## config.mk

```make
export PLATFORM = sky130hd
export DESIGN_NAME = ram_arbiter_flat
export DESIGN_NICKNAME = d
export VERILOG_FILES = /design/src/rtl/ram_arbiter_if.sv /design/src/rtl/ram_arbiter.sv /design/src/flat_wrapper.sv
export SDC_FILE = /design/constraint.sdc
export NUM_CORES = 1
export LEC_CHECK = 0
export BUFFER_PORTS_ARGS = -buffer_cell sky130_fd_sc_hd__buf_2
export CAP_MARGIN = 15
export CORE_AREA = 2 2 121 123
export CTS_CLUSTER_DIAMETER = 30
export DETAILED_ROUTE_END_ITERATION = 16
export DIE_AREA = 0 0 123 125
export GPL_TIMING_DRIVEN = 1
export SLEW_MARGIN = 25
export SYNTH_ARGS = -nofsm -noshare
export SYNTH_HDL_FRONTEND = slang
export SYNTH_SLANG_ARGS = --single-unit
```

## constraint.sdc

```tcl
create_clock -name clk -period 1.8 [get_ports clk]
set_clock_uncertainty 0.15 [all_clocks]
set_input_delay 0.27 -clock clk [delete_from_list [all_inputs] [get_ports clk]]
set_output_delay 0.27 -clock clk [all_outputs]
set_load 0.01 [all_outputs]
```

## src/rtl/ram_arbiter_if.sv

```systemverilog
`default_nettype none
// ============================================================================
// Module  : ram_arbiter_if
// Purpose : Memory access bundle shared by the requesters, the arbiter and
//           the RAM port. The requester side drives the strobes, address and
//           write data. The responder side returns read data and a completion
//           flag.
// Signals : cs, we, oe      access strobes (requester -> responder)
//           addr, d_in      address / write data (requester -> responder)
//           data_size       access size (requester -> responder)
//           d_out           read data (responder -> requester)
//           ready           access complete; on the RAM side this is mem_done
// Modports: master = requester side, slave = responder side
// Revision: 1.0 - initial release
// ============================================================================
interface ram_arbiter_if #(
  parameter int ADDR_W = 32,
  parameter int DATA_W = 32
);
  logic              cs;
  logic              we;
  logic              oe;
  logic [ADDR_W-1:0] addr;
  logic [DATA_W-1:0] d_in;
  logic [1:0]        data_size;
  logic [DATA_W-1:0] d_out;
  logic              ready;

  modport master (
    output cs, we, oe, addr, d_in, data_size,
    input  d_out, ready
  );

  modport slave (
    input  cs, we, oe, addr, d_in, data_size,
    output d_out, ready
  );
endinterface
`default_nettype wire

```

## src/rtl/ram_arbiter.sv

```systemverilog
`default_nettype none
// ============================================================================
// Module  : ram_arbiter
// Purpose : Shares one RAM port between the loader/debug master (m0) and the
//           core (m1). Accesses are serialised as IDLE -> ACCESS -> RELEASE.
//           Ties are resolved by fixed priority (m0) or by round-robin. A
//           watchdog forces the release of an access that never sees mem_done.
// Ports   : clk          system clock, rising edge
//           rst          asynchronous, active-low reset
//           m1_block     1 = ignore new m1 requests (loader mode)
//           m0, m1       requester buses (slave side of the arbiter)
//           ram          RAM bus (master side); ram.ready is mem_done
//           grant        one-hot owner {m1,m0}; 00 = none
//           busy         arbiter is not idle
//           timeout_err  one-cycle pulse when the watchdog releases an access
// Revision: 1.0 - initial release
// ============================================================================
module ram_arbiter #(
  parameter int ADDR_W  = 32,
  parameter int DATA_W  = 32,
  parameter int RR_MODE = 0,
  parameter int TIMEOUT = 64,
  parameter int CNT_W   = 7
) (
  input  logic                clk,
  input  logic                rst,
  input  logic                m1_block,
  ram_arbiter_if.slave        m0,
  ram_arbiter_if.slave        m1,
  ram_arbiter_if.master       ram,
  output logic [1:0]          grant,
  output logic                busy,
  output logic                timeout_err
);

  typedef enum logic [1:0] {
    ST_IDLE    = 2'd0,
    ST_ACCESS  = 2'd1,
    ST_RELEASE = 2'd2
  } state_t;

  localparam logic [CNT_W-1:0] WDOG_LAST = CNT_W'(TIMEOUT - 1);

  state_t           state_q, state_d;
  logic [1:0]       grant_q, grant_d;
  logic [CNT_W-1:0] wdog_q, wdog_d;
  logic             last_m1_q, last_m1_d;  // 1 = previous owner was m1

  logic req0;
  logic req1;
  logic wdog_expired;

  // ram.ready has priority: a done arriving on the last watchdog cycle
  // completes normally rather than being reported as a timeout.
  assign wdog_expired = (state_q == ST_ACCESS) && !ram.ready && (wdog_q == WDOG_LAST);

  always_ff @(posedge clk or negedge rst) begin
    if (!rst) begin
      state_q   <= ST_IDLE;
      grant_q   <= 2'b00;
      wdog_q    <= '0;
      last_m1_q <= 1'b1;   // m0 wins the first round-robin tie
    end else begin
      state_q   <= state_d;
      grant_q   <= grant_d;
      wdog_q    <= wdog_d;
      last_m1_q <= last_m1_d;
    end
  end

  // Next-state logic
  always_comb begin
    state_d   = state_q;
    grant_d   = grant_q;
    wdog_d    = wdog_q;
    last_m1_d = last_m1_q;
    req0      = m0.cs;
    req1      = m1.cs & ~m1_block;

    case (state_q)
      ST_IDLE: begin
        wdog_d = '0;
        if (req0 && req1) begin
          if ((RR_MODE != 0) && !last_m1_q) begin
            grant_d = 2'b10;
          end else begin
            grant_d = 2'b01;
          end
          state_d = ST_ACCESS;
        end else if (req0) begin
          grant_d = 2'b01;
          state_d = ST_ACCESS;
        end else if (req1) begin
          grant_d = 2'b10;
          state_d = ST_ACCESS;
        end
      end
      ST_ACCESS: begin
        wdog_d = wdog_q + CNT_W'(1);
        if (ram.ready || wdog_expired) begin
          state_d = ST_RELEASE;
        end
      end
      ST_RELEASE: begin
        last_m1_d = grant_q[1];
        wdog_d    = '0;
        grant_d   = 2'b00;
        state_d   = ST_IDLE;
      end
      default: begin
        grant_d = 2'b00;
        wdog_d  = '0;
        state_d = ST_IDLE;
      end
    endcase
  end

  // Bus steering: only the owner is connected, and only while in ACCESS.
  // Everything else is held at zero so the RAM sees cs drop as soon as the
  // state leaves ACCESS (including an asynchronous reset).
  always_comb begin
    ram.cs        = 1'b0;
    ram.we        = 1'b0;
    ram.oe        = 1'b0;
    ram.addr      = '0;
    ram.d_in      = '0;
    ram.data_size = 2'b00;
    m0.ready      = 1'b0;
    m0.d_out      = '0;
    m1.ready      = 1'b0;
    m1.d_out      = '0;
    timeout_err   = 1'b0;

    if (state_q == ST_ACCESS) begin
      timeout_err = wdog_expired;
      if (grant_q[1]) begin
        ram.cs        = m1.cs;
        ram.we        = m1.we;
        ram.oe        = m1.oe;
        ram.addr      = m1.addr;
        ram.d_in      = m1.d_in;
        ram.data_size = m1.data_size;
        m1.ready      = ram.ready | wdog_expired;
        m1.d_out      = wdog_expired ? '0 : ram.d_out;
      end else if (grant_q[0]) begin
        ram.cs        = m0.cs;
        ram.we        = m0.we;
        ram.oe        = m0.oe;
        ram.addr      = m0.addr;
        ram.d_in      = m0.d_in;
        ram.data_size = m0.data_size;
        m0.ready      = ram.ready | wdog_expired;
        m0.d_out      = wdog_expired ? '0 : ram.d_out;
      end
    end
  end

  assign grant = grant_q;
  assign busy  = (state_q != ST_IDLE);

endmodule
`default_nettype wire
```

## src/flat_wrapper.sv

```systemverilog
// flat-port wrapper written by rule: the top's interface ports become plain ports
module ram_arbiter_flat 
#(
  parameter int ADDR_W  = 32,
  parameter int DATA_W  = 32,
  parameter int RR_MODE = 0,
  parameter int TIMEOUT = 64,
  parameter int CNT_W   = 7
)
  (clk, rst, m1_block, grant, busy, timeout_err, m0_cs, m0_we, m0_oe, m0_addr, m0_d_in, m0_data_size, m0_d_out, m0_ready, m1_cs, m1_we, m1_oe, m1_addr, m1_d_in, m1_data_size, m1_d_out, m1_ready, ram_cs, ram_we, ram_oe, ram_addr, ram_d_in, ram_data_size, ram_d_out, ram_ready);
  ram_arbiter_if #(.ADDR_W(ADDR_W), .DATA_W(DATA_W)) m0_i ();
  ram_arbiter_if #(.ADDR_W(ADDR_W), .DATA_W(DATA_W)) m1_i ();
  ram_arbiter_if #(.ADDR_W(ADDR_W), .DATA_W(DATA_W)) ram_i ();
  input  logic clk;
  input  logic rst;
  input  logic m1_block;
  output logic [1:0] grant;
  output logic busy;
  output logic timeout_err;
  input wire logic [$bits(m0_i.cs)-1:0] m0_cs;
  input wire logic [$bits(m0_i.we)-1:0] m0_we;
  input wire logic [$bits(m0_i.oe)-1:0] m0_oe;
  input wire logic [$bits(m0_i.addr)-1:0] m0_addr;
  input wire logic [$bits(m0_i.d_in)-1:0] m0_d_in;
  input wire logic [$bits(m0_i.data_size)-1:0] m0_data_size;
  output wire logic [$bits(m0_i.d_out)-1:0] m0_d_out;
  output wire logic [$bits(m0_i.ready)-1:0] m0_ready;
  input wire logic [$bits(m1_i.cs)-1:0] m1_cs;
  input wire logic [$bits(m1_i.we)-1:0] m1_we;
  input wire logic [$bits(m1_i.oe)-1:0] m1_oe;
  input wire logic [$bits(m1_i.addr)-1:0] m1_addr;
  input wire logic [$bits(m1_i.d_in)-1:0] m1_d_in;
  input wire logic [$bits(m1_i.data_size)-1:0] m1_data_size;
  output wire logic [$bits(m1_i.d_out)-1:0] m1_d_out;
  output wire logic [$bits(m1_i.ready)-1:0] m1_ready;
  output wire logic [$bits(ram_i.cs)-1:0] ram_cs;
  output wire logic [$bits(ram_i.we)-1:0] ram_we;
  output wire logic [$bits(ram_i.oe)-1:0] ram_oe;
  output wire logic [$bits(ram_i.addr)-1:0] ram_addr;
  output wire logic [$bits(ram_i.d_in)-1:0] ram_d_in;
  output wire logic [$bits(ram_i.data_size)-1:0] ram_data_size;
  input wire logic [$bits(ram_i.d_out)-1:0] ram_d_out;
  input wire logic [$bits(ram_i.ready)-1:0] ram_ready;
  assign m0_i.cs = m0_cs;
  assign m0_i.we = m0_we;
  assign m0_i.oe = m0_oe;
  assign m0_i.addr = m0_addr;
  assign m0_i.d_in = m0_d_in;
  assign m0_i.data_size = m0_data_size;
  assign m0_d_out = m0_i.d_out;
  assign m0_ready = m0_i.ready;
  assign m1_i.cs = m1_cs;
  assign m1_i.we = m1_we;
  assign m1_i.oe = m1_oe;
  assign m1_i.addr = m1_addr;
  assign m1_i.d_in = m1_d_in;
  assign m1_i.data_size = m1_data_size;
  assign m1_d_out = m1_i.d_out;
  assign m1_ready = m1_i.ready;
  assign ram_cs = ram_i.cs;
  assign ram_we = ram_i.we;
  assign ram_oe = ram_i.oe;
  assign ram_addr = ram_i.addr;
  assign ram_d_in = ram_i.d_in;
  assign ram_data_size = ram_i.data_size;
  assign ram_i.d_out = ram_d_out;
  assign ram_i.ready = ram_ready;
  ram_arbiter #(.ADDR_W(ADDR_W), .DATA_W(DATA_W), .RR_MODE(RR_MODE), .TIMEOUT(TIMEOUT), .CNT_W(CNT_W)) u_core (.clk(clk), .rst(rst), .m1_block(m1_block), .m0(m0_i), .m1(m1_i), .ram(ram_i), .grant(grant), .busy(busy), .timeout_err(timeout_err));
endmodule
```

==> impl_metrics.py, run 1 <==
metrics = {
    "layout": {
        "nNetsFinal": 748,
        "fin_cells": 756,
        "fill_cells": 1454,
        "n_antenna_cell": 0,
        "multi_input_area_um2": 1600,
        "layout-drive-gt1-share_pct": 78.8,
        "seq_area_um2": 275,
        "areaGrowthSynthToFinish_pct": 203,
        "postLayoutCellArea_um2": 5220,
    },
    "worst_setup_path": {
        "crit_fanout": 24,
        "worstPathRequired_ns": 1.38,
        "cp-start-kind": "register",
        "end_kind": "primary output",
        "critical_path_arrival_ns": 1.93,
        "critPathKind": "register to primary output",
    },
    "drt": {
        "wirelength_um": 12700,
        "vias": 3255,
        "ant_nets": 0,
        "route.detailed.drc": 0,
        "drtPass1Iterations": 4,
        "initialDrtViolationCount": 86,
        "via_per_inst": 4.31,
        "wire_per_inst_um": 16.8,
    },
    "timing": {
        "finalMaxSlewViolations": 0,
        "slew_headroom_pct": 82.1,
        "hold_viol_final": 0,
        "fin_crit_ns": 2.35,
        "setup_ws_ns": -0.550,
        "setup_violations": 136,
        "rsz0062_at_grt": "true",
        "worst_pin_slew_ns": 0.268,
        "finalCritPeriodShare_pct": 131,
        "fmax_ghz": 0.426,
    },
    "clock_network": {
        "insertion_delay_ns": 0.24,
        "cts.clk_slew.worst_paths_ns": 0.04,
        "clockBufferDepth": 2,
        "cts-root-buf": "clkbuf_16",
        "tritoncts": "built",
        "numCtsBuffers": 3,
        "clock_sinks": 11,
        "htree_levels": 1,
    },
    "synthesis": {
        "synth_area_um2": 1720,
        "synth_warnings": 0,
        "synth.most_common_cell": "a22o_1",
        "ys.flop_type": "dfrtp_1",
        "syn_nets": 392,
        "ys_ff_latch": 11,
        "synthArstFlopShare_pct": 100,
        "synth_commonest_cells": "69 x a22o_1, 59 x and3_1, 12 x clkbuf_1, 11 x buf_2, 11 x dfrtp_1",
        "ys_types": 30,
        "syn_area_per_cell_um2": 7.95,
        "synth_top_area_cell": "a22o_1",
        "yosysSeqAreaShare_pct": 16.0,
        "synth_area_leaders": "a22o_1 35%, and3_1 21%, dfrtp_1 16%",
        "netlist.area_leader.share_pct": 35.1,
        "synth_cells": 217,
        "synth-edff-count": 0,
    },
    "floorplanning": {
        "ios": 313,
        "die_y_um": 125,
        "core-area_um2": 14200,
        "die-area_um2": 15400,
        "start_util_pct": 12.1,
        "die_x_um": 123,
        "rows": 44,
    },
    "hold_path": {
        "holdCritPathClass": "input pin to register",
    },
    "pwr": {
        "max-vdd-ir-drop_mv": 0.601,
        "p_leak_nw": 2.82,
        "powerDensity_nw_per_um2": 994,
    },
    "placement": {
        "place_congestion": 0.790,
        "pre_cts_slack_ns": -0.309,
        "io_buffers": 312,
        "place_inst": 714,
        "dp_hpwl_um": 8570,
        "dpl-instance-area_um2": 3920,
    },
    "grt": {
        "grt.overflow.total": 0,
        "grt_start_max_net_pins": 49,
        "grt_usage_pct": 14.1,
        "grt_pass1_wl_um": 17000,
        "antenna_found_initial": 0,
        "first_global_vias": 3162,
    },
    "status": {
        "outcome": "finished with violations",
        "violations": "negative setup slack",
    },
    "run": {
        "max_cap_violations": 0,
    },
}
[metrics by stage]
| stage | power (W) | TNS [ns] | utilization [%] | hold slack (ns) |
|---|---|---|---|---|
| final | 0.00519 | -56.92 | 36.8 | 0.186 |
| after global routing | 0.00551 | -65.72 | 36.8 | 0.217 |
| after CTS | 0.00486 | -59.36 | 34.7 | 0.181 |
| after detailed placement | 0.00329 | -23.84 | 27.6 | 0.0143 |
| after global placement | 0.00329 | -20.67 | 27.6 | 0.00501 |
| after floorplan | 0.00202 | -13.95 | - | -0.176 |
[area by class of cell]
class                           instances  area share [%]
Multi-Input combinational cell        173            30.6
Sequential cell                        11            5.27
Clock buffer                            4            1.51
Timing Repair Buffer                  381            58.0
Inverter                                3           0.216
Tap cell                              184            4.41
[critical path: stages (launching register included)]
cell	delay, ns
dfrtp_1	0.35
ha_2	0.19
nand3_2	0.08
or4_4	0.55
clkbuf_16	0.22
and3_4	0.18
buf_6	0.12
[cells in the final DEF, fill, tap and decap left out, types with 2 or more instances in the layout]
master     synthesis  layout
buf_12             0      12
a22o_1            69      67
and3_1            59       9
xor2_1             2       2
a21oi_1            3       3
o21ai_0            2       2
inv_1              3       3
clkbuf_16          0       9
a22o_4             0       2
dfrtp_1           11      11
buf_6              6      68
buf_16             0      12
buf_2             11     254
nand2_1            5       5
and3_4             0      55
nor2_1             8       7
buf_4              1      21
nand3_1            2       2
buf_8              0       7
or4_4              1       2
[cells by family after synthesis]
| logic type | Yosys count | synth area share, % |
|---|---|---|
| and+or+nand+nor | 90 | 32.0 |
| AOI/OAI and AO/OA | 79 | 39.0 |
| xor gates and xnor gates | 3 | 1.52 |
| adders and majority gates | 1 | 0.726 |
| DFF | 11 | 16.0 |
| buffers and inverters | 33 | 10.8 |
[path summary, 6_finish.rpt]
path	startpoint	to	slack [ns]	cells past startpoint
min reg2reg	u_core.wdog_q[0]$_DFF_PN0_	u_core.wdog_q[0]$_DFF_PN0_	0.39	2
max in group asynchronous	rst	u_core.wdog_q[0]$_DFF_PN0_	1.00	2
min	m0_cs	u_core.grant[0]$_DFFE_PN0P_	0.19	3
max reg2reg	u_core.wdog_q[0]$_DFF_PN0_	u_core.state_q[0]$_DFFE_PN0P_	0.08	7
min in group asynchronous	rst	u_core.grant[1]$_DFFE_PN0P_	0.28	2
max	u_core.wdog_q[0]$_DFF_PN0_	m0_d_out[3]	-0.55	6
[state kept, by name, indices dropped and copies added, names as in the netlist]
register,flops
u_core.grant,2
u_core.wdog_q,7
u_core.state_q,2
[report_power, final]
part	internal (W)	switching, W	total [W]
Clock	0.000298	0.000120	0.000419
Sequential	0.000304	0.0000467	0.000351
Combinational	0.00265	0.00177	0.00442
Total	0.00325	0.00194	0.00519
[timing repair]
action | CTS | global route
pin swaps | 45 | 10
resized for setup | 99 | 22
hold endpoints to repair | 11 | 0
buffers inserted | 18 | 5
setup endpoints to repair | 136 | 136
hold buffers | 1 | 0
cloned | 11 | 7
[per-layer routing]
metal | wire length [um] | up-vias | part of all wire (%) | GRT usage [%]
met1 | 5050 | 1498 | 40 | 16.7
met3 | 809 | 15 | 6.4 | 1.32
met2 | 6650 | 168 | 52 | 26.9
met5 | 0 | - | 0 | 0
met4 | 191 | 0 | 1.5 | 2.87
li1 | - | 1574 | - | -
Power figures use the tool's default switching activity.
==> inputs of run 2 (changes only) <==
--- a/config.mk
+++ b/config.mk
@@ -7,10 +7,10 @@
 export LEC_CHECK = 0
 export BUFFER_PORTS_ARGS = -buffer_cell sky130_fd_sc_hd__buf_2
 export CAP_MARGIN = 15
-export CORE_AREA = 2 2 121 123
+export CORE_AREA = 2 2 120 122
 export CTS_CLUSTER_DIAMETER = 30
 export DETAILED_ROUTE_END_ITERATION = 16
-export DIE_AREA = 0 0 123 125
+export DIE_AREA = 0 0 122 124
 export GPL_TIMING_DRIVEN = 1
 export SLEW_MARGIN = 25
 export SYNTH_ARGS = -nofsm -noshare
==> constraint.sdc (replaced) <==
create_clock -name clk -period 3 [get_ports clk]
set_clock_uncertainty 0.15 [all_clocks]
set_input_delay 0.45 -clock clk [delete_from_list [all_inputs] [get_ports clk]]
set_output_delay 0.45 -clock clk [all_outputs]
set_load 0.01 [all_outputs]
==> impl_metrics.py, run 2 (same netlist as run 1, synthesis figures left out) <==
metrics = {
    "worst_setup_path": {
        "cp-start-kind": "register",
        "end_kind": "primary output",
        "crit_fanout": 65,
        "worstPathRequired_ns": 2.40,
        "worstPathCellList": "ha_1 -> nand3_2 -> or4_4 -> and3_2 -> buf_2",
        "worst_path_largest_cell_delay_ns": 0.77,
        "critical_path_arrival_ns": 2.22,
        "critPathKind": "register to primary output",
        "critPathSlowestCell": "or4_4",
    },
    "timing": {
        "setup_ws_ns": 0.179,
        "timing.hold.ws_ns": 0.342,
        "setup_violations": 0,
        "finalMaxSlewViolations": 0,
        "slew_headroom_pct": 65.7,
        "tns_ns": 0,
        "worst_pin_slew_ns": 0.514,
        "fmax_ghz": 0.355,
        "finalCritPeriodShare_pct": 94.0,
        "hold_viol_final": 0,
        "rsz0062_at_grt": "false",
        "fin_crit_ns": 2.82,
    },
    "drt": {
        "ant_nets": 0,
        "via_per_inst": 4.30,
        "wire_per_inst_um": 16.9,
        "initialDrtViolationCount": 126,
        "drtPass1Iterations": 4,
        "vias": 2965,
        "route.detailed.drc": 0,
        "wirelength_um": 11600,
    },
    "floorplanning": {
        "core-area_um2": 13700,
        "ios": 313,
        "die_x_um": 122,
        "die-area_um2": 15100,
        "die_y_um": 124,
        "start_util_pct": 12.6,
        "rows": 43,
    },
    "clock_network": {
        "cts_hold_buffers": 1,
        "clockBufferDepth": 2,
        "cts.clk_slew.worst_paths_ns": 0.04,
        "cts-root-buf": "clkbuf_16",
        "clock_sinks": 11,
        "numCtsBuffers": 3,
        "tritoncts": "built",
        "insertion_delay_ns": 0.24,
        "cts_post_setup_buffers_inserted": 0,
        "htree_levels": 1,
        "cts_resized": 0,
    },
    "pwr": {
        "powerDensity_nw_per_um2": 569,
        "finalPower_w": 0.00199,
        "max-vdd-ir-drop_mv": 0.473,
        "p_leak_nw": 2.36,
    },
    "grt": {
        "first_global_vias": 2547,
        "antenna_found_initial": 0,
        "grt_usage_pct": 13.1,
        "grt.overflow.total": 0,
        "grt_start_max_net_pins": 103,
        "grt_pass1_wl_um": 14900,
    },
    "placement": {
        "pre_cts_slack_ns": 0.442,
        "io_buffers": 312,
        "dp_hpwl_um": 9590,
        "dpl-instance-area_um2": 3410,
        "place_congestion": 0.896,
    },
    "layout": {
        "areaGrowthSynthToFinish_pct": 103,
        "postLayoutCellArea_um2": 3500,
        "layout-drive-gt1-share_pct": 65.0,
        "n_antenna_cell": 0,
        "largest_register_ffs": 7,
        "final_cell_mix": "312 x buf_2, 69 x a22o_1, 59 x and3_1, 11 x dfrtp_1, 8 x nor2_1",
        "largest-register": "u_core.wdog_q",
        "final_common_cell": "buf_2",
        "nNetsFinal": 685,
        "fill_cells": 1534,
    },
    "run": {
        "max_cap_violations": 0,
    },
    "hold_path": {
        "holdCritPathClass": "register to register",
    },
    "status": {
        "outcome": "finished clean",
    },
}
==> run 2: cell count changes in the layout (fill, tap and decap cells not counted), sizes merged <==
cell / before / now
buf: 374 / 317
clkbuf: 10 / 4
==> run 2: final cells by class <==
type	count	area, um^2	area share, %
Clock buffer	4	78.8	2.25
Inverter	3	11.3	0.322
Multi-Input combinational cell	173	1270	36.4
Sequential cell	11	275	7.87
Tap cell	180	225	6.44
Timing Repair Buffer	318	1630	46.7
==> run 2: final timing paths <==
check / start / endpoint / slack (ns) / cells after the start
max: u_core.wdog_q[0]$_DFF_PN0_ / m0_d_out[31] / 0.18 / 5
min: u_core.wdog_q[0]$_DFF_PN0_ / u_core.wdog_q[0]$_DFF_PN0_ / 0.34 / 1
max reg2reg: u_core.wdog_q[0]$_DFF_PN0_ / u_core.wdog_q[6]$_DFF_PN0_ / 1.28 / 4
min reg2reg: u_core.wdog_q[0]$_DFF_PN0_ / u_core.wdog_q[0]$_DFF_PN0_ / 0.34 / 1
max in group asynchronous: rst / u_core.grant[0]$_DFFE_PN0P_ / 2.06 / 2
min in group asynchronous: rst / u_core.wdog_q[1]$_DFF_PN0_ / 0.45 / 2
==> run 2: layer usage <==
metal	vias up	GRT usage [%]	wire length, um
li1	1432	-	-
met1	1354	16.9	4860
met2	164	22.6	5460
met3	15	1.60	988
met4	0	4.45	318
met5	-	0	0
==> run 2: per-stage QoR <==
stage                     std cells  utilization, %
after floorplan                 217               -
after global placement          684            24.8
after detailed placement        684            24.8
after CTS                       689            25.5
after global routing            689            25.5
final                           689            25.5
==> run 2: critical path, delay by kind of cell, from the launching register on <==
kind / cells / cell delay [ns]
AND/OR/NAND/NOR: 3 / 1.21
flip-flops: 1 / 0.38
adder cells (fa/ha/maj): 1 / 0.21
buffers and inverters: 1 / 0.14
==> run 2: report_power, final <==
group	internal, W	switching [W]	total (W)	leakage (nW)
Combinational	0.000690	0.000841	0.00153	2.18
Clock	0.000178	0.0000627	0.000241	0.0382
Sequential	0.000183	0.0000361	0.000219	0.146
